==> config.mk <==
export PLATFORM = sky130hd
export DESIGN_NAME = reset_sequencer
export DESIGN_NICKNAME = d
export VERILOG_FILES = /design/src/rtl/reset_sequencer.sv
export SDC_FILE = /design/constraint.sdc
export NUM_CORES = 1
export LEC_CHECK = 0
export BUFFER_PORTS_ARGS = -buffer_cell sky130_fd_sc_hd__buf_2
export CORE_UTILIZATION = 54
export CTS_CLUSTER_DIAMETER = 200
export DETAILED_ROUTE_END_ITERATION = 7
export MAX_ROUTING_LAYER = met4
export PLACE_DENSITY_LB_ADDON = 0.05
export SKIP_CTS_REPAIR_TIMING = 1
export SYNTH_ARGS = -nofsm -noshare
export SYNTH_HDL_FRONTEND = slang
export SYNTH_SLANG_ARGS = --single-unit
==> constraint.sdc <==
create_clock -name clk -period 2.1 [get_ports clk]
set_clock_uncertainty 0.1 [all_clocks]
set_input_delay 0.105 -clock clk [delete_from_list [all_inputs] [get_ports clk]]
set_output_delay 0.105 -clock clk [all_outputs]
set_load 0.005 [all_outputs]
==> src/rtl/reset_sequencer.sv <==
// reset_sequencer: resynchronises the board reset, holds clear for a fixed window, then enables a
// downstream async-clear flop bank; replays the same sequence on a software request with req/ack.
module reset_sequencer #(
    parameter int SYNC_STAGES = 2,
    parameter int CLR_CYCLES  = 16,
    parameter int EN_DELAY    = 4,
    parameter int CNT_W       = 8
) (
    input  logic       clk,
    input  logic       resetn,
    input  logic       soft_rst_req,
    output logic       soft_rst_ack,
    output logic       clr_o,
    output logic       ce_o,
    output logic       ready_o,
    output logic [1:0] state_o
);
    typedef enum logic [1:0] {
        ST_RESET   = 2'b00,
        ST_CLEAR   = 2'b01,
        ST_WAIT_EN = 2'b10,
        ST_RUN     = 2'b11
    } state_t;

    localparam logic [CNT_W-1:0] CLR_LOAD = CNT_W'(CLR_CYCLES - 1);
    localparam logic [CNT_W-1:0] EN_LOAD  = CNT_W'((EN_DELAY > 0) ? EN_DELAY - 1 : 0);

    logic [SYNC_STAGES-1:0] sync_q, sync_d;
    state_t                 state_q, state_d;
    logic [CNT_W-1:0]       cnt_q, cnt_d;
    logic [CNT_W-1:0]       cnt_dec;
    logic                   released;
    logic                   pending_q, pending_d;
    logic                   ack_q, ack_d;
    logic                   clr_q, clr_d;
    logic                   ce_q, ce_d;
    logic                   ready_q, ready_d;

    assign released = sync_q[SYNC_STAGES-1];
    // Counter saturates at zero; it only moves off zero through a load on state entry.
    assign cnt_dec  = (cnt_q == '0) ? '0 : cnt_q - CNT_W'(1);
    assign sync_d   = {sync_q[SYNC_STAGES-2:0], 1'b1};

    always_comb begin
        state_d   = state_q;
        cnt_d     = cnt_dec;
        pending_d = pending_q;
        ack_d     = 1'b0;
        case (state_q)
            ST_RESET: begin
                cnt_d = '0;
                if (released) begin
                    state_d = ST_CLEAR;
                    cnt_d   = CLR_LOAD;
                end
            end
            ST_CLEAR: begin
                if (cnt_q == '0) begin
                    if (EN_DELAY == 0) begin
                        state_d = ST_RUN;
                    end else begin
                        state_d = ST_WAIT_EN;
                        cnt_d   = EN_LOAD;
                    end
                end
            end
            ST_WAIT_EN: begin
                if (cnt_q == '0) begin
                    state_d = ST_RUN;
                end
            end
            ST_RUN: begin
                cnt_d = '0;
                if (soft_rst_req) begin
                    state_d   = ST_CLEAR;
                    cnt_d     = CLR_LOAD;
                    pending_d = 1'b1;
                end
            end
            default: state_d = ST_RESET;
        endcase

        // Ack coincides with the edge that re-enters RUN, i.e. the edge ce_o rises.
        if (state_d == ST_RUN && state_q != ST_RUN) begin
            ack_d     = pending_q;
            pending_d = 1'b0;
        end

        // Outputs decode the next state so they are flop outputs, never combinational.
        clr_d   = (state_d == ST_RESET) || (state_d == ST_CLEAR);
        ce_d    = (state_d == ST_RUN);
        ready_d = (state_d == ST_RUN);
    end

    always_ff @(posedge clk or negedge resetn) begin
        if (!resetn) begin
            sync_q    <= '0;
            state_q   <= ST_RESET;
            cnt_q     <= '0;
            pending_q <= 1'b0;
            ack_q     <= 1'b0;
            clr_q     <= 1'b1;
            ce_q      <= 1'b0;
            ready_q   <= 1'b0;
        end else begin
            sync_q    <= sync_d;
            state_q   <= state_d;
            cnt_q     <= cnt_d;
            pending_q <= pending_d;
            ack_q     <= ack_d;
            clr_q     <= clr_d;
            ce_q      <= ce_d;
            ready_q   <= ready_d;
        end
    end

    assign soft_rst_ack = ack_q;
    assign clr_o        = clr_q;
    assign ce_o         = ce_q;
    assign ready_o      = ready_q;
    assign state_o      = state_q;

endmodule
# After elaboration in Yosys (flattened, before gate mapping)

Index checks and enable logic that the tools add are counted.

Mux-type cells: 14
Add/subtract/negate cells: 1
Reduce and logical (&&, ||, !) cells: 8
Eq/ne operators: 6

Operator list:

| operator            | number |
|---|---|
| $pmux 8 s3          | 1 |
| $mux 8              | 2 |
| $logic_not 8->1     | 1 |
| $mux 2              | 4 |
| $mux 4              | 2 |
| $pmux 2 s4          | 1 |
| $sub 8x1->8 const B | 1 |
| $eq 2x2->1 const B  | 3 |
| $eq 2x1->1 const B  | 2 |
| $logic_not 2->1     | 2 |
| $mux 1              | 4 |
| $reduce_bool 2->1   | 2 |
| $ne 2x2->1 const B  | 1 |
| $reduce_and 2->1    | 1 |
| $logic_and 1x1->1   | 1 |
| $logic_or 1x1->1    | 1 |

Word-level logic and storage cells: 36
Register bits: 16
Bits of input ports: 3

# Longest topological paths before layout

Gate-level depths: netlist of the first run.

Depth after elaboration: 7
Mapped depth: 5

# Worst setup path after synthesis of the first run

Ideal clock, no wire load.

Path kind: reg2reg
From: register cnt_q[0]
To: register clr_q, in the netlist clr_o
Data required time: 1.922 ns
Arrival time: 1.491 ns
Cell stages (with the launch flop): 6
Buffers on the path: 0
Setup slack: 0.432 ns
Library setup time: 0.078 ns
Period minus slack after synthesis: 1.668 ns
Path through: dfrtp_1 inv_1 ha_1 nor4b_1 nand3_1 and2_1

Longest elaborated chain between the ends: 5
Elaborated cells between the ends (all ways): 7
Classes of those cells: 1 x eq/ne; 3 x mux; 3 x reduce/logical

Ends and longest elaborated chain:

| element                                              | line   | text |
|---|---|---|
| start, declared                                      | 30     | `logic [CNT_W-1:0] cnt_q, cnt_d;` |
| start signal, assigned                               | 108    | `cnt_q <= cnt_d;` |
| $logic_not 8->1 *                                    | 58, 68 |  |
| $mux 2, on equally long branches                     | 68, 58 |  |
| $pmux 2 s4 *                                         | 49     | `case (state_q)` |
| $eq 2x1->1 / $logic_not 2->1 (equally long branches) | 90     | `clr_d = (state_d == ST_RESET) \|\| (state_d == ST_CLEAR);` |
| $logic_or 1x1->1 *                                   | 90     |  |
| via clr_d                                            | 35     | `logic clr_q, clr_d;` |
| end signal, assigned                                 | 111    | `clr_q <= clr_d;` |
| end, declared                                        | 35     |  |

The timed path passes the listed nets; every way through them passes the cells marked *.
A chain may end at the register's enable or synchronous reset.

# Worst setup path after layout of the first run

From: register cnt_q[0]
To: register cnt_q[2]

Longest elaborated chain between the ends: 4
Elaborated cells between the ends (all ways): 5
Classes of those cells: 1 x add/sub; 3 x mux; 1 x reduce/logical

Ends and longest elaborated chain:

| element                                               | line   | text |
|---|---|---|
| $sub 8x1->8 / $logic_not 8->1 (equally long branches) | 41, 58 |  |
| $mux 8                                                | 41     | `assign cnt_dec = (cnt_q == '0) ? '0 : cnt_q - CNT_W'(1);` |
| $mux 8                                                | 58     | `if (cnt_q == '0) begin` |
| $pmux 8 s3 *                                          | 49     |  |
| via cnt_d[2]                                          | 30     |  |

Marks and branches as above.

==> impl_metrics.toml, run 1 <==
[synthesis]
seq_area_frac_synth = 0.516
synth_edf_count = 0
synth_top_area_frac = 0.482
ys_async_rst_share = 1.00
syn-num-nets = 81
most_instantiated_library_cell_after_synthesis = "dfrtp_1"
post-synth-top-area-cell = "dfrtp_1"
ys.flop_type = "dfrtp_1"
synth.avg_cell_area_um2 = 10.2
mappedNetlistArea_um2 = 778
synthTopCellsByArea = "dfrtp_1 (48%), dfstp_2 (3.4%), a21oi_1 (3.2%)"
post_synth_inst_count = 76
synth.lib_cells_used.distinct = 30
yosysWarnings = 0
synth_seq_cells = 16
synth_common_cells = "dfrtp_1 (15), a21oi_1 (5), o21ai_0 (5)"

[clock_tree]
ctsLongestPathBuffers = 2
worstSkewPairLatency_ns = 0.29
cts.clk_slew.worst_paths_ns = 0.09
tritoncts_buffers = 3
ctsHtreeMaxLevel = 1
tritoncts = "built"
cts.sinks = 16
clk_root_buffer_cell = "clkbuf_4"

[timing]
max_freq_mhz = 541
rsz0062_at_grt = "no"
finalHoldViolCount = 0
finalCriticalPeriod_ns = 1.85
min_period_over_period = 0.880
setup-violations-final = 0
hold-worst-slack_ns = 0.0359
fin_ws_ns = 0.253
timing_max_transition_violations_final = 0
fin_setup_tns_ns = 0

[grt]
antenna_found_initial = 0
global_route.overflow_total = 0
grt_start_max_net_pins = 17
grt_util_all_layers = 0.240
first_global_vias = 519
grt_pass1_wl_um = 2370

[detailed_routing]
drcViolationCount = 0
detail_route.iter0.violations = 16
routed_wire_length_per_instance_um = 15.1
antenna_violating_nets_post_route = 0
dr_total_vias = 611
totalWireLength_um = 1540
avgViaCountPerCell = 5.99
drtPass1Iterations = 4

[floorplanning]
fp_rows = 13
floorplan.die_area_um2 = 1600
io_pins = 9
initial_core_util = 0.591
die-width_um = 40.0
core_area_um2 = 1320
die_height_um = 40.0

[worst_setup_path]
crit_chain = "inv_1 -> ha_1 -> or4b_4 -> nor2_1 -> o31ai_1"
critPathRequiredTime_ns = 2.15
critical_path_class = "flip-flop to flip-flop"
worst-endpoint-arrival_ns = 1.90
cp_slowest_cell = "or4b_4"
critPathMaxStageDelay_ns = 0.49
cp_top_family = "simple AND/OR/NAND/NOR gates"
critical_path.max_fanout = 5
setup.worst_path.end_class = "flip-flop"
critical_path_buffers_and_inverters = 1
setup.worst_path.start_class = "flip-flop"

[outcome]
status = "complete, no violations"

[power_and_ir_drop]
cellLeakagePower_uw = 0.000393
peakVddDrop_mv = 0.846
p_per_area_nw_per_um2 = 1380

[placed_design]
preCtsSetupSlack_ns = 0.300
placement.io_buffers = 8
gp_congestion = 0.877
dpl.hpwl_um = 1110

[min_path]
hold_path.class = "input pin to flip-flop"

[final_layout]
layout.core_utilization = 0.665
flow.area_growth_from_synthesis_pct = 12.5
drive_above_1_share = 0.172
finish.net_count = 93
antenna_diode_count = 0

[run]
max_cap_viol = 0
## metrics by stage
step	instance area (µm²)	cells	total power, µW
3_5_place_dp	830	97	1000
6_report	876	102	1210
3_3_place_gp	830	97	990
4_1_cts	866	101	1210
5_1_grt	876	102	1310
2_1_floorplan	778	76	864
## cells in the final DEF (no fill, tap or decap), types with 3 or more instances in the layout
cell	Yosys	routed
a21oi_1	5	5
nor2_1	3	3
nand2_1	3	3
clkbuf_4	0	3
nand2b_1	3	3
or4_1	3	3
a31oi_1	3	3
o21ai_0	5	5
inv_1	4	4
dfrtp_1	15	15
o31ai_1	3	3
buf_2	0	8
## area by class of cell
| class | count | area, µm² |
|---|---|---|
| repair buffers | 10 | 57.6 |
| fillers | 94 | 442 |
| flip-flops and latches | 16 | 402 |
| well taps | 15 | 18.8 |
| multi-input cells | 53 | 347 |
| inverters | 4 | 15.0 |
| clock buffers | 4 | 36.3 |
## cell families (layout without fill, tap and decap cells)
kind of cell               count (synthesis)  after routing  synth area share
AOI/OAI and AO/OA                         22             22             0.180
adders and majority gates                  2              2            0.0321
and+or+nand+nor                           26             26             0.206
buffers and inverters                      7             18            0.0386
DFF                                       16             16             0.516
xor gates and xnor gates                   2              2            0.0225
other                                      1              1           0.00482
## worst paths after layout
kind	start	endpoint	slack, ns	depth (start not counted)
min in group asynchronous	resetn	soft_rst_ack$_DFF_PN0_	0.15	2
hold / removal	soft_rst_req	ready_o$_DFF_PN0_	0.04	3
setup reg to reg	cnt_q[0]$_DFF_PN0_	cnt_q[2]$_DFF_PN0_	0.25	5
setup / recovery	cnt_q[0]$_DFF_PN0_	cnt_q[2]$_DFF_PN0_	0.25	5
hold reg to reg	sync_q[0]$_DFF_PN0_	sync_q[1]$_DFF_PN0_	0.27	0
max in group asynchronous	resetn	clr_o$_DFF_PN1_	1.45	2
## worst register-to-register path, delay by kind of cell (launching register included)
kind                       cells  cell delay [ns]
adders and majority gates      1             0.16
buffers and inverters          1             0.12
DFF                            1             0.41
and+or+nand+nor                2             0.79
AOI/OAI and AO/OA              1             0.13
## power by group
group	internal [µW]	total [µW]	leakage [µW]	switching, µW
logic	227	508	0.000175	281
clock network	106	200	0.0000210	94.8
registers	400	504	0.000198	104
## flip-flops by register name (all words and copies together), names as in the netlist
name	count
clr_o	1
cnt_q	8
pending_q	1
ready_o	1
soft_rst_ack	1
state_o	2
sync_q	2
## metal layers
layer	vias up	global-route usage	routed length, µm	part of all wire
met5	-	-	0	0
met4	0	0.129	17	0.011
met3	2	0.0500	93	0.060
met2	20	0.331	683	0.44
met1	289	0.329	748	0.48
li1	300	-	-	-
Note: power is estimated with default switching activity, not from simulation.
==> run 2: changes to the inputs <==
- ABC_AREA: not set -> 1
- CORE_UTILIZATION: 54 -> 49
- clock period: 2.1 -> 1.55 ns (I/O delays scaled with it)
==> impl_metrics.toml, run 2 <==
[synthesis]
post_synth_inst_count = 99
synth_common_cells = "nand2_1 (19), inv_1 (18), dfrtp_1 (15)"
synth.avg_cell_area_um2 = 8.33
synth.lib_cells_used.distinct = 23
seq_area_frac_synth = 0.487
synth_top_area_frac = 0.455
most_instantiated_library_cell_after_synthesis = "nand2_1"
mappedNetlistArea_um2 = 825
syn-num-nets = 104
yosysWarnings = 0
ys_async_rst_share = 1.00
synthTopCellsByArea = "dfrtp_1 (46%), nand2_1 (8.6%), inv_1 (8.2%)"
synth_seq_cells = 16
ys.flop_type = "dfrtp_1"
synth_edf_count = 0
post-synth-top-area-cell = "dfrtp_1"

[timing]
rsz0062_at_grt = "no"
timing_max_transition_violations_final = 0
min_period_over_period = 0.899
max_freq_mhz = 718
finalHoldViolCount = 0
fin_setup_tns_ns = 0
setup-violations-final = 0
finalCriticalPeriod_ns = 1.39

[detailed_routing]
detail_route.iter0.violations = 15
avgViaCountPerCell = 4.85
totalWireLength_um = 1350
routed_wire_length_per_instance_um = 10.6
drcViolationCount = 0
antenna_violating_nets_post_route = 0
dr_total_vias = 616
drtPass1Iterations = 4

[worst_setup_path]
critical_path.max_fanout = 6
critPathCapture = "pending_q$_DFFE_PN0P_"
setup.reg_to_reg.worst_slack_ns = 0.16
setup.worst_path.end_class = "flip-flop"
worst_r2r_startpoint = "cnt_q[0]$_DFF_PN0_"
worst-endpoint-arrival_ns = 1.48
setup.worst_path.start_class = "flip-flop"
critPathRequiredTime_ns = 1.64
critical_path_class = "flip-flop to flip-flop"
critical_path.reg2reg.endpoint = "pending_q$_DFFE_PN0P_"
worst_r2r_path_depth = 7
setup.worst_path.start = "cnt_q[0]$_DFF_PN0_"

[power_and_ir_drop]
p_per_area_nw_per_um2 = 1940
peakVddDrop_mv = 1.05
power.total_uw = 1790
cellLeakagePower_uw = 0.000519

[placed_design]
placement.io_buffers = 8
gp_congestion = 0.769
dpl.hpwl_um = 1010

[final_layout]
multi_input_comb_area_um2 = 344
largest_register_ffs = 8
flow.area_growth_from_synthesis_pct = 12.0
drive_above_1_share = 0.225
finish.net_count = 117
antenna_diode_count = 0
nFillCells = 149
mostFrequentLayoutCell = "nand2_1"
layout_common_cells = "nand2_1 (19), inv_1 (18), dfrtp_1 (15)"
ff_latch_area_um2 = 402
largest-register = "cnt_q"

[floorplanning]
core_area_um2 = 1540
die-width_um = 43.0
die_height_um = 43.0
fp_rows = 14
initial_core_util = 0.535
floorplan.die_area_um2 = 1850
io_pins = 9

[grt]
antenna_found_initial = 0
gr-usage-met3 = 0.0255
grt_pass1_wl_um = 2440
first_global_vias = 582
busiest_layer = "met2"
gr-usage-met1 = 0.244
grt_start_max_net_pins = 17
global_route.overflow_total = 0
grt_util_all_layers = 0.182
groute.layer.met2.usage = 0.273

[clock_tree]
tritoncts_buffers = 3
cts.sinks = 16
ctsHtreeMaxLevel = 1
ctsLongestPathBuffers = 2
clk_root_buffer_cell = "clkbuf_4"
cts.clk_slew.worst_paths_ns = 0.09
tritoncts = "built"
worstSkewPairLatency_ns = 0.29

[outcome]
status = "complete, no violations"

[run]
max_cap_viol = 0

[min_path]
hold_path.class = "input pin to flip-flop"
launch_point_of_the_worst_hold_path = "soft_rst_req"
==> run 2: cells by family after synthesis <==
logic type / count (synthesis) / share of synthesized area
AND/OR/NAND/NOR: 48 / 0.296
buffers and inverters: 20 / 0.0956
flip-flops: 16 / 0.487
AO/OA/AOI/OAI: 10 / 0.0652
XOR/XNOR: 2 / 0.0212
adder cells (fa/ha/maj): 2 / 0.0303
other: 1 / 0.00455
==> run 2: how the worst min path moves through the flow <==
stage	to	slack, ns	cells past startpoint
global placement	cnt_q[5]$_DFF_PN0_	-0.09	1
CTS	cnt_q[5]$_DFF_PN0_	-0.41	1
floorplan	cnt_q[0]$_DFF_PN0_	-0.32	0
global route	state_o[1]$_DFF_PN0_	0.07	4
finish	clr_o$_DFF_PN1_	0.02	5
detailed placement	cnt_q[5]$_DFF_PN0_	-0.09	1
==> run 2: final cells by class <==
type                    instances  share of cell area
clock buffers                   4              0.0393
inverters                      19              0.0772
multi-input cells              63               0.373
flip-flops and latches         16               0.435
well taps                      16              0.0217
repair buffers                  9              0.0542
==> run 2: per-layer routing <==
metal / share of wire / vias to the layer above / routed length, µm
met2: 0.45 / 7 / 610
li1: - / 320 / -
met5: 0 / - / 0
met4: 0.019 / 0 / 25
met1: 0.51 / 284 / 681
met3: 0.022 / 5 / 29
==> run 2: power breakdown <==
part / internal (µW) / total [µW] / switching [µW]
Sequential: 550 / 647 / 96.7
Combinational: 327 / 871 / 544
Clock: 143 / 277 / 134
==> run 2: stage by stage <==
step                area, µm²  setup WS, ns  hold slack [ns]  utilization  std cells
finish                    923         0.157           0.0223        0.599        127
CTS                       913         0.153           -0.413        0.593        126
detailed placement        877         0.195          -0.0938        0.569        122
floorplan                 825         0.285           -0.318            -         99
global route              923        0.0378           0.0741        0.599        127
global placement          877         0.222          -0.0904        0.569        122
==> run 2: critical path, stage by stage, from the launching register on <==
cell,delay (ns)
dfrtp_1,0.41
inv_1,0.09
ha_1,0.16
nand2_2,0.12
nor2_8,0.18
nand3_1,0.11
nand2_1,0.08
inv_1,0.04
==> run 3: changes to the inputs <==
- ABC_AREA: 1 -> 0
==> impl_metrics.toml, run 3 (same netlist as run 1, synthesis figures left out) <==
[floorplanning]
die_height_um = 41.9
io_pins = 9
floorplan.die_area_um2 = 1750
initial_core_util = 0.523
die-width_um = 41.9
fp_rows = 14
core_area_um2 = 1490

[placed_design]
placement.io_buffers = 8
dp.cells = 114
preCtsSetupSlack_ns = -0.140
gp_congestion = 0.905
dpl.hpwl_um = 1190

[worst_setup_path]
setup.worst_path.start = "cnt_q[0]$_DFF_PN0_"
critical_path_buffers_and_inverters = 1
cp_top_family = "simple AND/OR/NAND/NOR gates"
setup.worst_path.end_class = "flip-flop"
cp_slowest_cell = "or4b_4"
worst_r2r_startpoint = "cnt_q[0]$_DFF_PN0_"
worst-endpoint-arrival_ns = 1.73
setup.worst_path.start_class = "flip-flop"
crit_chain = "inv_2 -> ha_4 -> or4b_4 -> o21ai_1 -> o221ai_1"
critical_path_class = "flip-flop to flip-flop"
critical_path.max_fanout = 5
critPathMaxStageDelay_ns = 0.49
critPathRequiredTime_ns = 1.59

[timing]
finalHoldViolCount = 0
setup-violations-final = 11
rsz0062_at_grt = "yes"
timing_max_transition_violations_final = 0
fin_setup_tns_ns = -1.18
max_freq_mhz = 591
min_period_over_period = 1.09
fin_ws_ns = -0.141
finalCriticalPeriod_ns = 1.69

[power_and_ir_drop]
p_per_area_nw_per_um2 = 1920
power.total_uw = 2060
cellLeakagePower_uw = 0.000487
peakVddDrop_mv = 1.10

[grt]
grt_util_all_layers = 0.213
global_route.overflow_total = 0
grt_pass1_wl_um = 2660
first_global_vias = 579
grt_start_max_net_pins = 17
antenna_found_initial = 0

[detailed_routing]
routed_wire_length_per_instance_um = 14.6
detail_route.iter0.violations = 19
drcViolationCount = 0
avgViaCountPerCell = 5.58
antenna_violating_nets_post_route = 0
drtPass1Iterations = 4
totalWireLength_um = 1770
dr_total_vias = 675

[final_layout]
drive_above_1_share = 0.438
antenna_diode_count = 0
layout_common_cells = "buf_4 (19), dfrtp_1 (14), buf_2 (8)"
largest_register_ffs = 8
flow.area_growth_from_synthesis_pct = 37.9
layout.core_utilization = 0.721
finalNonFillerCells = 121
largest-register = "cnt_q"
finish.net_count = 111
mostFrequentLayoutCell = "buf_4"

[outcome]
violated_checks = "setup timing"
status = "finished with violations"

[clock_tree]
cts.clk_slew.worst_paths_ns = 0.09
cts.sinks = 16
worstSkewPairLatency_ns = 0.29
ctsLongestPathBuffers = 2
ctsHtreeMaxLevel = 1
clk_root_buffer_cell = "clkbuf_4"
tritoncts = "built"
tritoncts_buffers = 3

[min_path]
launch_point_of_the_worst_hold_path = "soft_rst_req"
hold_path.class = "input pin to flip-flop"

[run]
max_cap_viol = 0
## run 3: cell count changes in the layout (fill, tap and decap cells not counted), moves of 3 or more
cell	previous run	this run
a31oi_1	0	3
buf_4	0	19
inv_1	18	2
nand2_1	19	3
nand2b_1	0	3
nand3_1	4	0
nor2_1	13	2
## run 3: per-layer routing
| metal | up-vias | wire length (µm) | GRT usage |
|---|---|---|---|
| li1 | 341 | - | - |
| met1 | 316 | 894 | 0.324 |
| met2 | 16 | 788 | 0.272 |
| met3 | 2 | 66 | 0.0391 |
| met4 | 0 | 19 | 0.0968 |
| met5 | - | 0 | - |
## run 3: report_power, final
| part | switching [µW] | leakage, µW | internal [µW] |
|---|---|---|---|
| combinational | 526 | 0.000269 | 585 |
| clock | 133 | 0.0000210 | 143 |
| sequential | 128 | 0.000196 | 545 |
## run 3: per-stage QoR
step / hold slack, ns / cell area (µm²)
2_1_floorplan: -0.318 / 800
3_3_place_gp: -0.0988 / 972
3_5_place_dp: -0.0945 / 972
4_1_cts: -0.408 / 1010
5_1_grt: 0.0376 / 1070
6_report: 0.0148 / 1070
## run 3: layout make-up
| class | instances | area [µm²] |
|---|---|---|
| Clock buffer | 4 | 36.3 |
| Timing Repair Buffer | 28 | 193 |
| Sequential cell | 16 | 403 |
| Tap cell | 16 | 20.0 |
| Fill cell | 107 | 415 |
| Inverter | 4 | 15.0 |
| Multi-Input combinational cell | 53 | 407 |
## run 3: tightest hold or removal path, delay by kind of cell
family / cells / cell delay (ns)
compound gates: 1 / 0.06
buf+inv: 1 / 0.11
simple gates: 1 / 0.12
## run 3: path summary, 6_finish.rpt
| path | endpoint | slack (ns) | cells past startpoint |
|---|---|---|---|
| max | cnt_q[1]$_DFF_PN0_ | -0.14 | 5 |
| min | ready_o$_DFF_PN0_ | 0.01 | 3 |
| max reg2reg | cnt_q[1]$_DFF_PN0_ | -0.14 | 5 |
| min reg2reg | sync_q[1]$_DFF_PN0_ | 0.26 | 0 |
| max in group asynchronous | clr_o$_DFF_PN1_ | 0.93 | 2 |
| min in group asynchronous | cnt_q[4]$_DFF_PN0_ | 0.12 | 2 |
